==> config.mk <==
export PLATFORM = sky130hd
export DESIGN_NAME = jury_vote_tally
export DESIGN_NICKNAME = d
export VERILOG_FILES = /design/src/rtl/jury_vote_tally_pkg.sv /design/src/rtl/jury_vote_tally_juror_slot.sv /design/src/rtl/jury_vote_tally.sv
export SDC_FILE = /design/constraint.sdc
export NUM_CORES = 1
export LEC_CHECK = 0
export CORE_MARGIN = 2
export CORE_UTILIZATION = 54
export CTS_BUF_LIST = sky130_fd_sc_hd__clkbuf_4 sky130_fd_sc_hd__clkbuf_8 sky130_fd_sc_hd__clkbuf_16
export DETAILED_ROUTE_END_ITERATION = 8
export PLACE_DENSITY = 0.8
export SLEW_MARGIN = 40
export SYNTH_ARGS = -nofsm -noshare
export SYNTH_HDL_FRONTEND = slang
export SYNTH_SLANG_ARGS = --single-unit
==> constraint.sdc <==
create_clock -name CLK -period 9.15 [get_ports CLK]
set_clock_uncertainty 0.2 [all_clocks]
set_input_delay 0.915 -clock CLK [delete_from_list [all_inputs] [get_ports CLK]]
set_output_delay 0.915 -clock CLK [all_outputs]
set_load 0.03 [all_outputs]
==> src/rtl/jury_vote_tally_pkg.sv <==
// Shared definitions for the jury voting unit: vote and verdict codes,
// FSM state encoding and the verdict decision helper.
package jury_vote_tally_pkg;

  localparam logic [1:0] VOTE_NONE    = 2'b00;
  localparam logic [1:0] VOTE_FAVOUR  = 2'b01;
  localparam logic [1:0] VOTE_AGAINST = 2'b10;
  localparam logic [1:0] VOTE_ABSTAIN = 2'b11;

  localparam logic [1:0] VERD_PEND = 2'b00;
  localparam logic [1:0] VERD_APPR = 2'b01;
  localparam logic [1:0] VERD_REJ  = 2'b10;
  localparam logic [1:0] VERD_TIE  = 2'b11;

  // Widest tally the unit supports (up to 15 jurors).
  localparam int MAX_CNT_W = 4;

  typedef enum logic [1:0] {
    ST_IDLE,
    ST_VOTING,
    ST_DECIDE,
    ST_RESULT
  } state_e;

  // No counted votes means no quorum; an even split goes either way
  // depending on how the jury is configured to treat ties.
  function automatic logic [1:0] decide_verdict(input logic [MAX_CNT_W-1:0] yes_cnt,
                                                input logic [MAX_CNT_W-1:0] no_cnt,
                                                input logic               tie_mode);
    logic [1:0] verdict;
    if ((yes_cnt == '0) && (no_cnt == '0)) begin
      verdict = VERD_TIE;
    end else if (yes_cnt > no_cnt) begin
      verdict = VERD_APPR;
    end else if (no_cnt > yes_cnt) begin
      verdict = VERD_REJ;
    end else begin
      verdict = tie_mode ? VERD_TIE : VERD_REJ;
    end
    return verdict;
  endfunction

endpackage

==> src/rtl/jury_vote_tally_juror_slot.sv <==
// One juror's lock flag. The first non-empty vote while enabled is taken;
// later inputs from the same juror are ignored until the slot is cleared.
module jury_vote_tally_juror_slot
  import jury_vote_tally_pkg::*;
(
  input  logic       clk,
  input  logic       rst_n,
  input  logic       clear,
  input  logic       enable,
  input  logic [1:0] vote,
  output logic       locked,
  output logic       is_yes_new,
  output logic       is_no_new
);

  logic locked_q;
  logic locked_d;
  logic take_vote;

  // Decide whether this edge locks a fresh vote and what the flag becomes.
  always_comb begin
    take_vote = enable && !locked_q && (vote != VOTE_NONE);
    locked_d  = locked_q;
    if (clear) begin
      locked_d = 1'b0;
    end else if (take_vote) begin
      locked_d = 1'b1;
    end
  end

  assign is_yes_new = take_vote && (vote == VOTE_FAVOUR);
  assign is_no_new  = take_vote && (vote == VOTE_AGAINST);
  assign locked     = locked_q;

  // Lock flag register.
  always_ff @(posedge clk or negedge rst_n) begin
    if (!rst_n) begin
      locked_q <= 1'b0;
    end else begin
      locked_q <= locked_d;
    end
  end

endmodule

==> src/rtl/jury_vote_tally.sv <==
// Jury voting unit: opens a timed session on START, locks each juror's first
// vote, tallies favour/against and publishes a registered verdict with a
// one-cycle DONE pulse.
module jury_vote_tally
  import jury_vote_tally_pkg::*;
#(
  parameter int N_JURORS    = 4,
  parameter int TIMEOUT_CYC = 1000,
  parameter int TIE_MODE    = 0,
  localparam int CNT_W      = $clog2(N_JURORS + 1)
) (
  input  logic                  CLK,
  input  logic                  RST_N,
  input  logic                  START,
  input  logic [2*N_JURORS-1:0] J,
  output logic                  BUSY,
  output logic [N_JURORS-1:0]   VOTED,
  output logic [CNT_W-1:0]      YES_CNT,
  output logic [CNT_W-1:0]      NO_CNT,
  output logic                  S1,
  output logic                  S0,
  output logic                  DONE
);

  localparam int TMR_W = $clog2(TIMEOUT_CYC);

  state_e            state_q, state_d;
  logic              busy_q, busy_d;
  logic              done_q, done_d;
  logic [1:0]        verd_q, verd_d;
  logic [CNT_W-1:0]  yes_cnt_q, yes_cnt_d;
  logic [CNT_W-1:0]  no_cnt_q, no_cnt_d;
  logic [TMR_W-1:0]  timer_q, timer_d;

  logic [N_JURORS-1:0] voted;
  logic [N_JURORS-1:0] yes_new;
  logic [N_JURORS-1:0] no_new;
  logic                slot_clear;
  logic                slot_enable;
  logic [CNT_W-1:0]    yes_add;
  logic [CNT_W-1:0]    no_add;

  for (genvar i = 0; i < N_JURORS; i++) begin : g_slot
    jury_vote_tally_juror_slot u_slot (
      .clk        (CLK),
      .rst_n      (RST_N),
      .clear      (slot_clear),
      .enable     (slot_enable),
      .vote       (J[2*i +: 2]),
      .locked     (voted[i]),
      .is_yes_new (yes_new[i]),
      .is_no_new  (no_new[i])
    );
  end

  // Count how many jurors lock a favour / against vote on this edge.
  always_comb begin
    yes_add = '0;
    no_add  = '0;
    for (int i = 0; i < N_JURORS; i++) begin
      yes_add = yes_add + CNT_W'(yes_new[i]);
      no_add  = no_add  + CNT_W'(no_new[i]);
    end
  end

  // Session sequencing: next state and next values of every registered output.
  always_comb begin
    state_d     = state_q;
    busy_d      = busy_q;
    done_d      = 1'b0;
    verd_d      = verd_q;
    yes_cnt_d   = yes_cnt_q;
    no_cnt_d    = no_cnt_q;
    timer_d     = timer_q;
    slot_clear  = 1'b0;
    slot_enable = 1'b0;
    case (state_q)
      ST_IDLE, ST_RESULT: begin
        if (START) begin
          state_d    = ST_VOTING;
          busy_d     = 1'b1;
          slot_clear = 1'b1;
          yes_cnt_d  = '0;
          no_cnt_d   = '0;
          timer_d    = '0;
          verd_d     = VERD_PEND;
        end
      end
      ST_VOTING: begin
        slot_enable = 1'b1;
        busy_d      = 1'b1;
        yes_cnt_d   = yes_cnt_q + yes_add;
        no_cnt_d    = no_cnt_q + no_add;
        timer_d     = timer_q + TMR_W'(1);
        if ((&voted) || (timer_q == TMR_W'(TIMEOUT_CYC - 1))) begin
          state_d = ST_DECIDE;
        end
      end
      ST_DECIDE: begin
        state_d = ST_RESULT;
        busy_d  = 1'b0;
        done_d  = 1'b1;
        verd_d  = decide_verdict(MAX_CNT_W'(yes_cnt_q), MAX_CNT_W'(no_cnt_q), TIE_MODE != 0);
      end
      default: begin
        state_d = ST_IDLE;
        busy_d  = 1'b0;
      end
    endcase
  end

  // State and output registers; reset aborts any session immediately.
  always_ff @(posedge CLK or negedge RST_N) begin
    if (!RST_N) begin
      state_q   <= ST_IDLE;
      busy_q    <= 1'b0;
      done_q    <= 1'b0;
      verd_q    <= VERD_PEND;
      yes_cnt_q <= '0;
      no_cnt_q  <= '0;
      timer_q   <= '0;
    end else begin
      state_q   <= state_d;
      busy_q    <= busy_d;
      done_q    <= done_d;
      verd_q    <= verd_d;
      yes_cnt_q <= yes_cnt_d;
      no_cnt_q  <= no_cnt_d;
      timer_q   <= timer_d;
    end
  end

  assign BUSY    = busy_q;
  assign VOTED   = voted;
  assign YES_CNT = yes_cnt_q;
  assign NO_CNT  = no_cnt_q;
  assign S1      = verd_q[1];
  assign S0      = verd_q[0];
  assign DONE    = done_q;

endmodule

-- Word-level counts from Yosys, hierarchy flattened
Cells that the tools add are included.
- input port bits: 11
- logic and storage cells: 101
- output and inout port bits: 14
- flip-flop bits (word level): 26
- equality and inequality tests: 14
- reductions and logical operators: 40
- magnitude comparators: 1
- mux-type cells: 26
- add/subtract/negate cells: 9
- operator list (cell ; number):
    $pmux 10 s2 ; 1
    $reduce_bool 2->1 ; 10
    $logic_and 1x1->1 ; 17
    $mux 1 ; 13
    $eq 2x2->1 const B ; 6
    $pmux 3 s2 ; 2
    $add 10x1->10 const B ; 1
    $eq 10x10->1 const B ; 1
    $eq 2x1->1 const B ; 5
    $mux 10 ; 1
    $mux 2 ; 5
    $add 2x1->3 ; 2
    $add 3x1->3 ; 2
    $add 3x3->3 ; 2
    $logic_not 3->1 ; 2
    $pmux 2 s3 ; 1
    $reduce_and 2->1 ; 3
    $add 1x1->2 ; 2
    $logic_not 1->1 ; 4
    $ne 2x2->1 const B ; 2
    $pmux 2 s2 ; 1
    $reduce_and 4->1 ; 1
    $gt 3x3->1 ; 1
    $mux 3 ; 1
    other kinds (4) ; 4

-- Logic depth before layout (Yosys ltp)
Gate-level depths: netlist (run 1).
- depth after elaboration: 10
- mapped depth: 12
- depth with buffers taken out: 11

-- Modules after synthesis
From an unflattened synthesis (run 1), not the netlist that was laid out.
- cell total of the unflattened synthesis: 173
- area, all modules: 1655.3 µm²
- by module, submodules not included (module ; seq. area each (µm²) ; times used ; area an instance (µm²) ; cells each):
    jury_vote_tally ; 550.5 ; 1 ; 1400.1 ; 149
    jury_vote_tally_juror_slot ; 25.0 ; 4 ; 63.8 ; 6

-- Least setup slack after synthesis (run 1)
No wires, ideal clock.
- kind: reg2reg
- from: register state_q[1]
- to: register yes_cnt_q[2], in the netlist YES_CNT[2]
- arrival: 2.690 ns
- clock period less this slack: 3.011 ns
- path slack: 6.139 ns
- path buffers: 1
- setup time: 0.121 ns
- stages on the path, launching flop included: 12
- required time: 8.829 ns
- cell sequence: dfrtp_1 > inv_1 > ha_1 > clkbuf_1 > nor2b_1 > nand3b_1 > fa_1 > fa_1 > inv_1 > fa_1 > mux2_2 > a22o_1
- word-level cells in the longest chain between the ends: 10
- elaborated cells between the ends (all ways): 25
- classes of those cells: add/sub: 4; eq/ne: 3; mux: 2; reduce/logical: 16
- ends and longest elaborated chain (item ; RTL line ; RTL):
    start: declaration ; jury_vote_tally.sv:27 ; state_e state_q, state_d;
    start signal: assignment ; jury_vote_tally.sv:123 ; state_q <= state_d;
    $eq 2x1->1 ; jury_vote_tally.sv:77 ; case (state_q)
    $mux 1 ; jury_vote_tally.sv:77 ;
    $logic_and 1x1->1 (2 in a row) ; jury_vote_tally_juror_slot.sv:22 ; take_vote = enable && !locked_q && (vote != VOTE_NONE);
    $logic_and 1x1->1 ; jury_vote_tally_juror_slot.sv:31 ; assign is_yes_new = take_vote && (vote == VOTE_FAVOUR);
    $add 1x1->2 ; jury_vote_tally.sv:61 ; yes_add = yes_add + CNT_W'(yes_new[i]);
    $add 2x1->3 ; jury_vote_tally.sv:61 ;
    $add 3x1->3 ; jury_vote_tally.sv:61 ;
    $add 3x3->3 ; jury_vote_tally.sv:92 ; yes_cnt_d = yes_cnt_q + yes_add;
    $pmux 3 s2 ; jury_vote_tally.sv:77 ;
    end signal: assignment ; jury_vote_tally.sv:127 ; yes_cnt_q <= yes_cnt_d;
    end: declaration ; jury_vote_tally.sv:31 ; logic [CNT_W-1:0] yes_cnt_q, yes_cnt_d;
Parallel ways exist; a longest one is shown, timed or not.
A chain may end at the register's enable or synchronous reset.

-- Worst setup path after layout (run 1)
- from: register state_q[1]
- to: register no_cnt_q[1], in the netlist NO_CNT[1]
- word-level cells in the longest chain between the ends: 10
- elaborated cells between the ends (all ways): 25
- classes of those cells: add/sub: 4; eq/ne: 3; mux: 2; reduce/logical: 16
- ends and longest elaborated chain (item ; RTL line ; RTL):
    $eq 2x1->1 ; jury_vote_tally.sv:77 ;
    $mux 1 ; jury_vote_tally.sv:77 ;
    $logic_and 1x1->1 (2 in a row) ; jury_vote_tally_juror_slot.sv:22 ;
    $logic_and 1x1->1 ; jury_vote_tally_juror_slot.sv:32 ; assign is_no_new = take_vote && (vote == VOTE_AGAINST);
    $add 1x1->2 ; jury_vote_tally.sv:62 ; no_add = no_add + CNT_W'(no_new[i]);
    $add 2x1->3 ; jury_vote_tally.sv:62 ;
    $add 3x1->3 ; jury_vote_tally.sv:62 ;
    $add 3x3->3 ; jury_vote_tally.sv:93 ; no_cnt_d = no_cnt_q + no_add;
    $pmux 3 s2 ; jury_vote_tally.sv:77 ;
    end signal: assignment ; jury_vote_tally.sv:128 ; no_cnt_q <= no_cnt_d;
    end: declaration ; jury_vote_tally.sv:32 ; logic [CNT_W-1:0] no_cnt_q, no_cnt_d;
Parallel ways exist; a longest one is shown, timed or not.

==> out/metrics.csv, run 1 <==
metric,value,unit
syn-num-nets,184,
yosys_warnings,0,
wl_per_cell,14.95,µm
numPortBuffers,24,
holdWs,0.3041,ns
synth_edf_count,0,
vias,1225,
syn_to_final_growth,19.12,%
via_per_inst,5.778,
rsz0062_at_grt,no,
p_leak,0.0007859,µW
core_area,2758,µm²
row_count,19,
cp_cell_sequence,inv_1 > ha_1 > nor2b_1 > nand3b_1 > fa_1 > fa_1 > inv_1 > fa_1 > a32o_1,
fin_setup_tns,0,ns
synth_top_area_frac,0.4177,
gr-total-overflow,0,
max_freq,288.2,MHz
drv_cap,0,
die_w,57.71,µm
synth.area.top_cells,"dfrtp_1 (42%), fa_1 (7.7%), ha_1 (4.8%), nand3b_1 (4.3%), o21ai_0 (3.9%)",
antenna_left,0,
dr.pass1.iters,4,
drv_slew,0,
clkTransAtPathRegs,0.14,ns
fin_cells,212,
synth_top_area_cell,dfrtp_1,
grt_pass1_vias,1196,
hold_violations,0,
dp_cells,208,
required,9.16,ns
synth_compound_area_frac,0.1237,
synth-adder-area-share,0.1253,
initial_utilization,0.5649,
fin_crit_sh,0.3792,
grt_use_met2,0.3393,
cts_resized,0,
clk_latency,0.31,ns
grtUsageMet1,0.2718,
drtIter0Drc,49,
hold_class,register to register,
cts_setup_buffers,0,
min_from,BUSY,
ys_seq_area_frac,0.4177,
synth_area,1558,µm²
cp_max_fo,20,
path_delay_family,adder cells,
yosys_register_bits,26,
cts_max_level,1,
holdBufCountCts,0,
worstSetupStartpointType,register,
post-route-drc-count,0,
startpoint,state_q[1],
async_flop_share,1.000,
synth_ff_type,dfrtp_1,
hpwl,2.359,mm
antenna_found_initial,0,
dp_slack,5.590,ns
fin_ws,5.680,ns
track_usage,0.1995,
synth.distinct_cells,33,
synth_top_family_by_area,simple AND/OR/NAND/NOR gates,
cp-end-kind,register,
worst_pin_slew,0.6763,ns
dieArea,3330,µm²
setup_viol,0,
diodes,0,
grt_max_degree,27,
p_per_area,306.7,nW/µm²
cts_tree,built,
grt.busiest_layer,met2,
root_buffer,clkbuf_4,
period_needed,3.470,ns
clk_path_buf_depth,2,
io_pins,25,
reg2reg_from,state_q[1],
slew_headroom,0.5492,
critPathBufInv,2,
ir_drop,0.2208,mV
drive_gt1_frac,0.04420,
yosys.area_share.xor_xnor,0.03373,
cts-buffers-inserted,3,
max_stage_delay,0.58,ns
fin_nets,205,
cts.sinks,26,
grt_pass1_wl,5.195,mm
gp_congestion,0.7555,
status,finished clean,
synth_cells,161,
use_met3,0.02232,
critPathMostFrequentCell,fa_1,
synth.area.mux_share,0.01365,
cp.arrival,3.48,ns
die_h,57.71,µm
criticalPathCategory,register to register,
finalWirelength,3.170,mm
crit_slowest_cell,ha_1,
synth-simple-area-share,0.2129,
synth.avg_cell_area,9.675,µm²
==> synth_stat cells, types with 6 or more instances <==
cell type / count
a21oi_1: 6
inv_1: 16
nand3b_1: 9
ha_1: 6
o21ai_0: 12
dfrtp_1: 26
nand2_1: 13
fa_1: 6
nor2_1: 9
xnor2_1: 6
nor2b_1: 7
==> area by class of cell <==
class	count	area, µm²
Timing Repair Buffer	25	247.7
Fill cell	218	902.1
Inverter	16	60.06
Sequential cell	26	650.6
Tap cell	31	38.79
Multi-Input combinational cell	110	805.8
Clock inverter	1	30.03
Clock buffer	3	22.52
==> worst register-to-register path, cell delays in order (launching register included) <==
cell,delay [ns]
dfrtp_1,0.43
inv_1,0.07
ha_1,0.58
nor2b_1,0.26
nand3b_1,0.12
fa_1,0.49
fa_1,0.43
inv_1,0.10
fa_1,0.44
a32o_1,0.26
==> sequential cells by signal (all words and copies together), names as in the netlist <==
register              cells
timer_q                  10
g_slot.u_slot.locked      4
NO_CNT                    3
YES_CNT                   3
state_q                   2
verd_q                    2
BUSY                      1
DONE                      1
==> per-stage QoR <==
step | utilization | total power (µW) | cell area [µm²]
after CTS | 0.6697 | 567.6 | 1847
after global routing | 0.6729 | 611.4 | 1856
after global placement | 0.6493 | 468.8 | 1790
final | 0.6729 | 569.2 | 1856
after floorplan | - | 401.4 | 1558
after detailed placement | 0.6506 | 486.9 | 1794
==> logic make-up after synthesis <==
kind of cell	after synthesis
muxes	2
adders and majority gates	12
AOI/OAI and AO/OA	30
buffers and inverters	25
DFF	26
and+or+nand+nor	60
xor gates and xnor gates	6
==> power breakdown <==
group          internal [µW]  switching, µW  total [µW]
clock                   44.2           33.1        77.4
combinational            128            182         310
sequential               148           33.7         182
total                    321            249         569
==> cell usage in the layout (no fill, tap or decap), types with 2 or more instances in the layout <==
| cell | synthesis | final |
|---|---|---|
| a21oi_1 | 6 | 6 |
| a22o_1 | 2 | 2 |
| a32o_1 | 3 | 3 |
| clkbuf_4 | 0 | 3 |
| clkdlybuf4s50_1 | 0 | 24 |
| dfrtp_1 | 26 | 26 |
| fa_1 | 6 | 6 |
| ha_1 | 6 | 6 |
| inv_1 | 16 | 16 |
| nand2_1 | 13 | 13 |
| nand2b_1 | 2 | 2 |
| nand3_1 | 5 | 5 |
| nand3b_1 | 9 | 9 |
| nand4_1 | 2 | 2 |
| nor2_1 | 9 | 9 |
| nor2b_1 | 7 | 7 |
| nor3_1 | 2 | 2 |
| nor4_1 | 4 | 4 |
| o211ai_1 | 2 | 2 |
| o21a_1 | 3 | 3 |
| o21ai_0 | 12 | 12 |
| or3_1 | 2 | 2 |
| xnor2_1 | 6 | 6 |
==> final timing paths <==
kind	end	slack [ns]	depth (start not counted)
setup / recovery	NO_CNT[1]	5.68	9
hold / removal	BUSY	0.30	1
setup reg to reg	NO_CNT[1]	5.68	9
hold reg to reg	BUSY	0.30	1
max in group asynchronous	g_slot[1].u_slot.locked	7.75	2
min in group asynchronous	timer_q[4]	0.75	2
==> per-layer routing <==
metal,part of all wire,up-vias
li1,-,594
met1,0.43,596
met2,0.51,31
met3,0.044,4
met4,0.015,0
met5,0,-
Power figures use the tool's default switching activity.
==> run 2, diff against run 1 <==
--- a/config.mk
+++ b/config.mk
@@ -6,10 +6,10 @@
 export NUM_CORES = 1
 export LEC_CHECK = 0
 export CORE_MARGIN = 2
-export CORE_UTILIZATION = 54
+export CORE_UTILIZATION = 48
 export CTS_BUF_LIST = sky130_fd_sc_hd__clkbuf_4 sky130_fd_sc_hd__clkbuf_8 sky130_fd_sc_hd__clkbuf_16
 export DETAILED_ROUTE_END_ITERATION = 8
-export PLACE_DENSITY = 0.8
+export PLACE_DENSITY = 0.76
 export SLEW_MARGIN = 40
 export SYNTH_ARGS = -nofsm -noshare
 export SYNTH_HDL_FRONTEND = slang
==> constraint.sdc (replaced) <==
create_clock -name CLK -period 2.95 [get_ports CLK]
set_clock_uncertainty 0.2 [all_clocks]
set_input_delay 0.295 -clock CLK [delete_from_list [all_inputs] [get_ports CLK]]
set_output_delay 0.295 -clock CLK [all_outputs]
set_load 0.03 [all_outputs]
==> run 2 against run 1 <==
Compared with the run above:
- via count up 2.5%
- worst setup slack worse by 5.6 ns
- clock power rose to 3.2 times the previous value
- critical path type unchanged
- critical endpoint unchanged
- highest routed layer unchanged
==> out/metrics.csv, run 2 (synthesis results as in run 1) <==
metric,value,unit,change
dieArea,3717,µm²,+12%
io_pins,25,,unchanged
diodes,0,,unchanged
routedLengthMet1,1.474,mm,+7.7%
hold_violations,0,,unchanged
grt_max_degree,27,,unchanged
wl_met3,118,µm,-15%
r2r_end,NO_CNT[1],,
regToRegSetupSlack,0.07,ns,-5.61 ns
top_layer_used,met4,,
core_area,3078,µm²,+12%
die_w,60.97,µm,+5.6%
cts-buffers-inserted,3,,unchanged
root_buffer,clkbuf_4,,
grt_pass1_wl,5.637,mm,+8.5%
final_cell_mix,"dfrtp_1 (26), clkdlybuf4s50_1 (24), inv_1 (16)",,
worstSetupStartpointType,register,,
hpwl,2.501,mm,+6.0%
die_h,60.97,µm,+5.6%
layout_commonest_cell,dfrtp_1,,
status,finished clean,,
grt_pass1_vias,1250,,+4.5%
hold_class,input pin to async pin,,
drv_cap,0,,unchanged
finalWirelength,3.305,mm,+4.3%
multiInputGateArea,818.3,µm²,+1.6%
fin_nets,209,,+2.0%
drive_gt1_frac,0.08108,,+0.03688
criticalPathCategory,register to register,,
antenna_left,0,,unchanged
clk_latency,0.33,ns,+0.02 ns
rr_worst_depth,9,,unchanged
clkTransAtPathRegs,0.14,ns,about the same
ir_drop,0.4948,mV,+120%
max_freq,347.7,MHz,+21%
largest_reg_flops,10,,unchanged
seq_area,650.6,µm²,unchanged
worst_pin_slew,0.5184,ns,-0.1579 ns
row_count,20,,+1
clk_path_buf_depth,2,,unchanged
post-route-drc-count,0,,unchanged
final_cell_area,1914,µm²,+3.2%
dp_slack,-0.01222,ns,-5.602 ns
slew_headroom,0.6537,,+0.1046
cp-endpoint,NO_CNT[1],,
wl_per_cell,14.43,µm,-3.5%
required,2.98,ns,-6.18 ns
regMostFlops,timer_q,,
reg2reg_from,state_q[1],,
drv_slew,0,,unchanged
route.met2.wl,1.679,mm,+4.0%
startpoint,state_q[1],,
fin_ws,0.07355,ns,-5.606 ns
p_leak,0.0008131,µW,+3.5%
p_per_area,954.0,nW/µm²,+210%
cts.sinks,26,,unchanged
dpl-instance-area,1829,µm²,+2.0%
cp.arrival,2.91,ns,-0.57 ns
fin_crit_sh,0.9751,,+0.5958
cts_max_level,1,,unchanged
vias,1256,,+2.5%
nFillCells,263,,+21%
syn_to_final_growth,22.89,%,
via_per_inst,5.485,,-5.1%
cp_max_fo,4,,-80%
drtIter0Drc,51,,+4.1%
cts_tree,built,,
setup_viol,0,,unchanged
gr-total-overflow,0,,unchanged
initial_utilization,0.5061,,-0.05878
track_usage,0.2066,,+0.007079
numPortBuffers,24,,unchanged
gp_congestion,0.7817,,+3.5%
dr.pass1.iters,5,,+1
antenna_found_initial,0,,unchanged
post-route-util,0.6220,,-0.05092
cp-end-kind,register,,
period_needed,2.876,ns,-0.5936 ns
==> run 2: changes by cell type in the layout (fill, tap and decap cells not counted), sizes merged <==
cell / change
buf: +4
==> run 2: routing by layer <==
| layer | vias to the layer above | GRT usage |
|---|---|---|
| met2 | 30 | 0.3379 |
| li1 | 602 | - |
| met1 | 620 | 0.2826 |
| met3 | 4 | 0.02559 |
| met5 | - | 0 |
| met4 | 0 | 0.07764 |
==> run 2: cell type report <==
class,instances,share of cell area
inverters,16,0.03137
well taps,44,0.02876
flip-flops and latches,26,0.3399
multi-input cells,110,0.4275
repair buffers,29,0.1451
clock inverters,1,0.01569
clock buffers,3,0.01176
==> run 2: what timing repair did <==
| action | 4_1_cts | 5_1_grt |
|---|---|---|
| setup buffers | 1 | 0 |
| pin swaps | 0 | 3 |
| hold buffers | 0 | 0 |
| resized for setup | 1 | 5 |
| endpoints found under the setup margin | 2 | 4 |
==> run 2: how the worst min path moves through the flow <==
stage                       endpoint  depth (start not counted)  slack [ns]
after floorplan                 BUSY                          0       -0.20
after global placement          BUSY                          1        0.27
after detailed placement        BUSY                          1        0.29
after CTS                 timer_q[5]                          2        0.13
after global routing      timer_q[5]                          2        0.12
final                           BUSY                          2        0.11
==> run 2: worst max-delay path: stages, from the launching register on <==
cell      delay [ns]
dfrtp_1         0.41
inv_1           0.10
ha_4            0.15
nor2b_4         0.14
nand3b_1        0.12
fa_1            0.50
fa_1            0.43
inv_1           0.08
fa_1            0.40
a32o_1          0.25
==> run 2: report_power, final <==
part	internal (µW)	switching (µW)	leakage [µW]	total, µW
Sequential	460	112	0.000337	572
Combinational	438	573	0.000449	1010
Clock	138	106	0.0000279	244
==> run 2: through the flow <==
step | std cells | power, µW | TNS (ns) | hold slack (ns)
detailed placement | 224 | 1548 | -0.01222 | 0.2888
finish | 229 | 1826 | 0 | 0.1147
floorplan | 161 | 1247 | 0 | -0.2006
global route | 229 | 1971 | -0.06901 | 0.1176
global placement | 224 | 1490 | 0 | 0.2728
CTS | 229 | 1803 | 0 | 0.1256
==> run 3, diff against run 2 <==
--- a/config.mk
+++ b/config.mk
@@ -5,12 +5,15 @@
 export SDC_FILE = /design/constraint.sdc
 export NUM_CORES = 1
 export LEC_CHECK = 0
+export CELL_PAD_IN_SITES_DETAIL_PLACEMENT = 1
+export CELL_PAD_IN_SITES_GLOBAL_PLACEMENT = 1
 export CORE_MARGIN = 2
-export CORE_UTILIZATION = 48
+export CORE_UTILIZATION = 37
 export CTS_BUF_LIST = sky130_fd_sc_hd__clkbuf_4 sky130_fd_sc_hd__clkbuf_8 sky130_fd_sc_hd__clkbuf_16
+export CTS_CLUSTER_SIZE = 8
 export DETAILED_ROUTE_END_ITERATION = 8
-export PLACE_DENSITY = 0.76
-export SLEW_MARGIN = 40
+export PLACE_DENSITY_LB_ADDON = 0.1
+export SLEW_MARGIN = 20
 export SYNTH_ARGS = -nofsm -noshare
 export SYNTH_HDL_FRONTEND = slang
 export SYNTH_SLANG_ARGS = --single-unit
==> run 3 against run 2 <==
Compared with the run above:
- via count down 2.3%
- non-clock buffer count up 2
- highest routed layer unchanged
- final cell count up 3.5%
- die area up 28%
- combinational power up 4%
- sequential cell count unchanged
==> out/metrics.csv, run 3 (synthesis results as in run 1) <==
metric,value,unit,change
hold_class,input pin to async pin,,
initial_utilization,0.3866,,-0.1195
criticalPathCategory,register to register,,
r2r_end,YES_CNT[2],,
antenna_left,0,,unchanged
swShare,0.4251,,-0.007825
largest_reg_flops,10,,unchanged
core_area,4029,µm²,+31%
cp.arrival,2.80,ns,-0.11 ns
cts_max_level,1,,unchanged
die_h,68.89,µm,+13%
status,finished clean,,
combPwrFrac,0.546,,-0.007
drv_slew,0,,unchanged
drv_cap,0,,unchanged
setup_viol,0,,unchanged
clock_power_share,0.156,,+0.023
post-route-util,0.4876,,-0.1344
hpwl,2.861,mm,+14%
diodes,0,,unchanged
via_per_inst,5.177,,-5.6%
fin_setup_tns,0,ns,unchanged
grt_pass1_vias,1344,,+7.5%
drive_gt1_frac,0.1070,,+0.02587
cp-end-kind,register,,
cts.sinks,26,,unchanged
wl_per_cell,15.49,µm,+7.4%
antenna_found_initial,0,,unchanged
cp_max_fo,4,,unchanged
gp_congestion,0.7468,,-4.5%
drtIter0Drc,41,,-20%
grt_max_degree,27,,unchanged
ir_drop,0.4988,mV,+0.81%
rsz0062_at_grt,no,,
slew_headroom,0.6370,,-0.01673
io_pins,25,,unchanged
p_leak,0.0008328,µW,+2.4%
holdBufCountCts,0,,unchanged
worstSetupStartpointType,register,,
clk_path_buf_depth,2,,unchanged
syn_to_final_growth,26.10,%,
final_cell_mix,"dfrtp_1 (25), clkdlybuf4s50_1 (24), inv_1 (15)",,
finalWirelength,3.672,mm,+11%
grt_pass1_wl,6.182,mm,+9.7%
reg2reg_from,state_q[1],,
clk_latency,0.27,ns,-0.06 ns
period_needed,2.838,ns,-0.03855 ns
sequentialPowerShare,0.298,,-0.015
fin_crit_sh,0.9620,,-0.01307
dp_slack,-0.01440,ns,-0.002183 ns
fin_ws,0.1121,ns,+0.03855 ns
regMostFlops,timer_q,,
p_per_area,978.0,nW/µm²,+2.5%
layout_commonest_cell,dfrtp_1,,
row_count,23,,+15%
numPortBuffers,24,,unchanged
root_buffer,clkbuf_8,,
track_usage,0.1734,,-0.03318
cts-buffers-inserted,3,,unchanged
post-route-drc-count,0,,unchanged
regToRegSetupSlack,0.11,ns,+0.04 ns
die_w,68.89,µm,+13%
hold_violations,0,,unchanged
gr-total-overflow,0,,unchanged
holdWs,0.1892,ns,+0.07452 ns
dieArea,4745,µm²,+28%
clkTransAtPathRegs,0.10,ns,-0.04 ns
rr_worst_depth,10,,+1
required,2.92,ns,-0.06 ns
fin_nets,211,,+0.96%
max_freq,352.4,MHz,+1.4%
p_switching,816.7,µW,+3.3%
cts_tree,built,,
intPower,1105,µW,+6.7%
worst_pin_slew,0.5434,ns,+0.02504 ns
dr.pass1.iters,4,,-1
vias,1227,,-2.3%
-- run 3: how the worst max path moves through the flow --
stage | end | from | slack, ns
after floorplan | YES_CNT[2] | state_q[1] | 0.02
after global placement | YES_CNT[2] | J[1] | 0.05
after detailed placement | YES_CNT[2] | state_q[1] | -0.01
after CTS | NO_CNT[1] | state_q[1] | 0.02
after global routing | YES_CNT[2] | state_q[1] | 0.008
final | YES_CNT[2] | state_q[1] | 0.11
-- run 3: routing by layer --
layer  track usage  routed length (µm)  vias up
met5             0                   0        -
met1        0.2346                1832      607
li1              -                   -      601
met3       0.02110                  83        2
met4       0.04412                  17        0
met2        0.2945                1739       17
-- run 3: timing repair --
item / in CTS / in global routing
pin swaps: 1 / 1
setup buffers: 0 / 1
setup endpoints to repair: 3 / 4
resized for setup: 4 / 6
-- run 3: stage by stage --
| step | std cells | instance area (µm²) | power (µW) |
|---|---|---|---|
| 2_1_floorplan | 161 | 1559 | 1247 |
| 4_1_cts | 236 | 1933 | 1908 |
| 3_5_place_dp | 232 | 1852 | 1584 |
| 3_3_place_gp | 232 | 1852 | 1533 |
| 6_report | 237 | 1964 | 1921 |
| 5_1_grt | 237 | 1964 | 2083 |
-- run 3: cell type report --
cell class,instances,area [µm²]
inverter,16,60.06
multi-input combinational,110,825.8
sequential,26,651.9
timing repair buffer,31,292.8
clock inverter,1,30.03
clock buffer,3,41.29
tap,50,62.56
fill,468,2064
-- run 3: worst max-delay path, stage by stage (launching register included) --
cell and delay (ns):
dfrtp_1 0.40, inv_2 0.07, ha_4 0.14, nor2b_4 0.14, nand3b_1 0.10, fa_1 0.52
fa_2 0.40, inv_1 0.08, fa_1 0.17, mux2_2 0.34, a22o_1 0.18
-- run 3: power by group through the flow --
stage,Clock (µW),Sequential [µW],Combinational [µW]
after global routing,325,590,1170
after global placement,0,561,972
after CTS,314,567,1030
after detailed placement,0,570,1010
final,300,572,1050
after floorplan,0,636,611
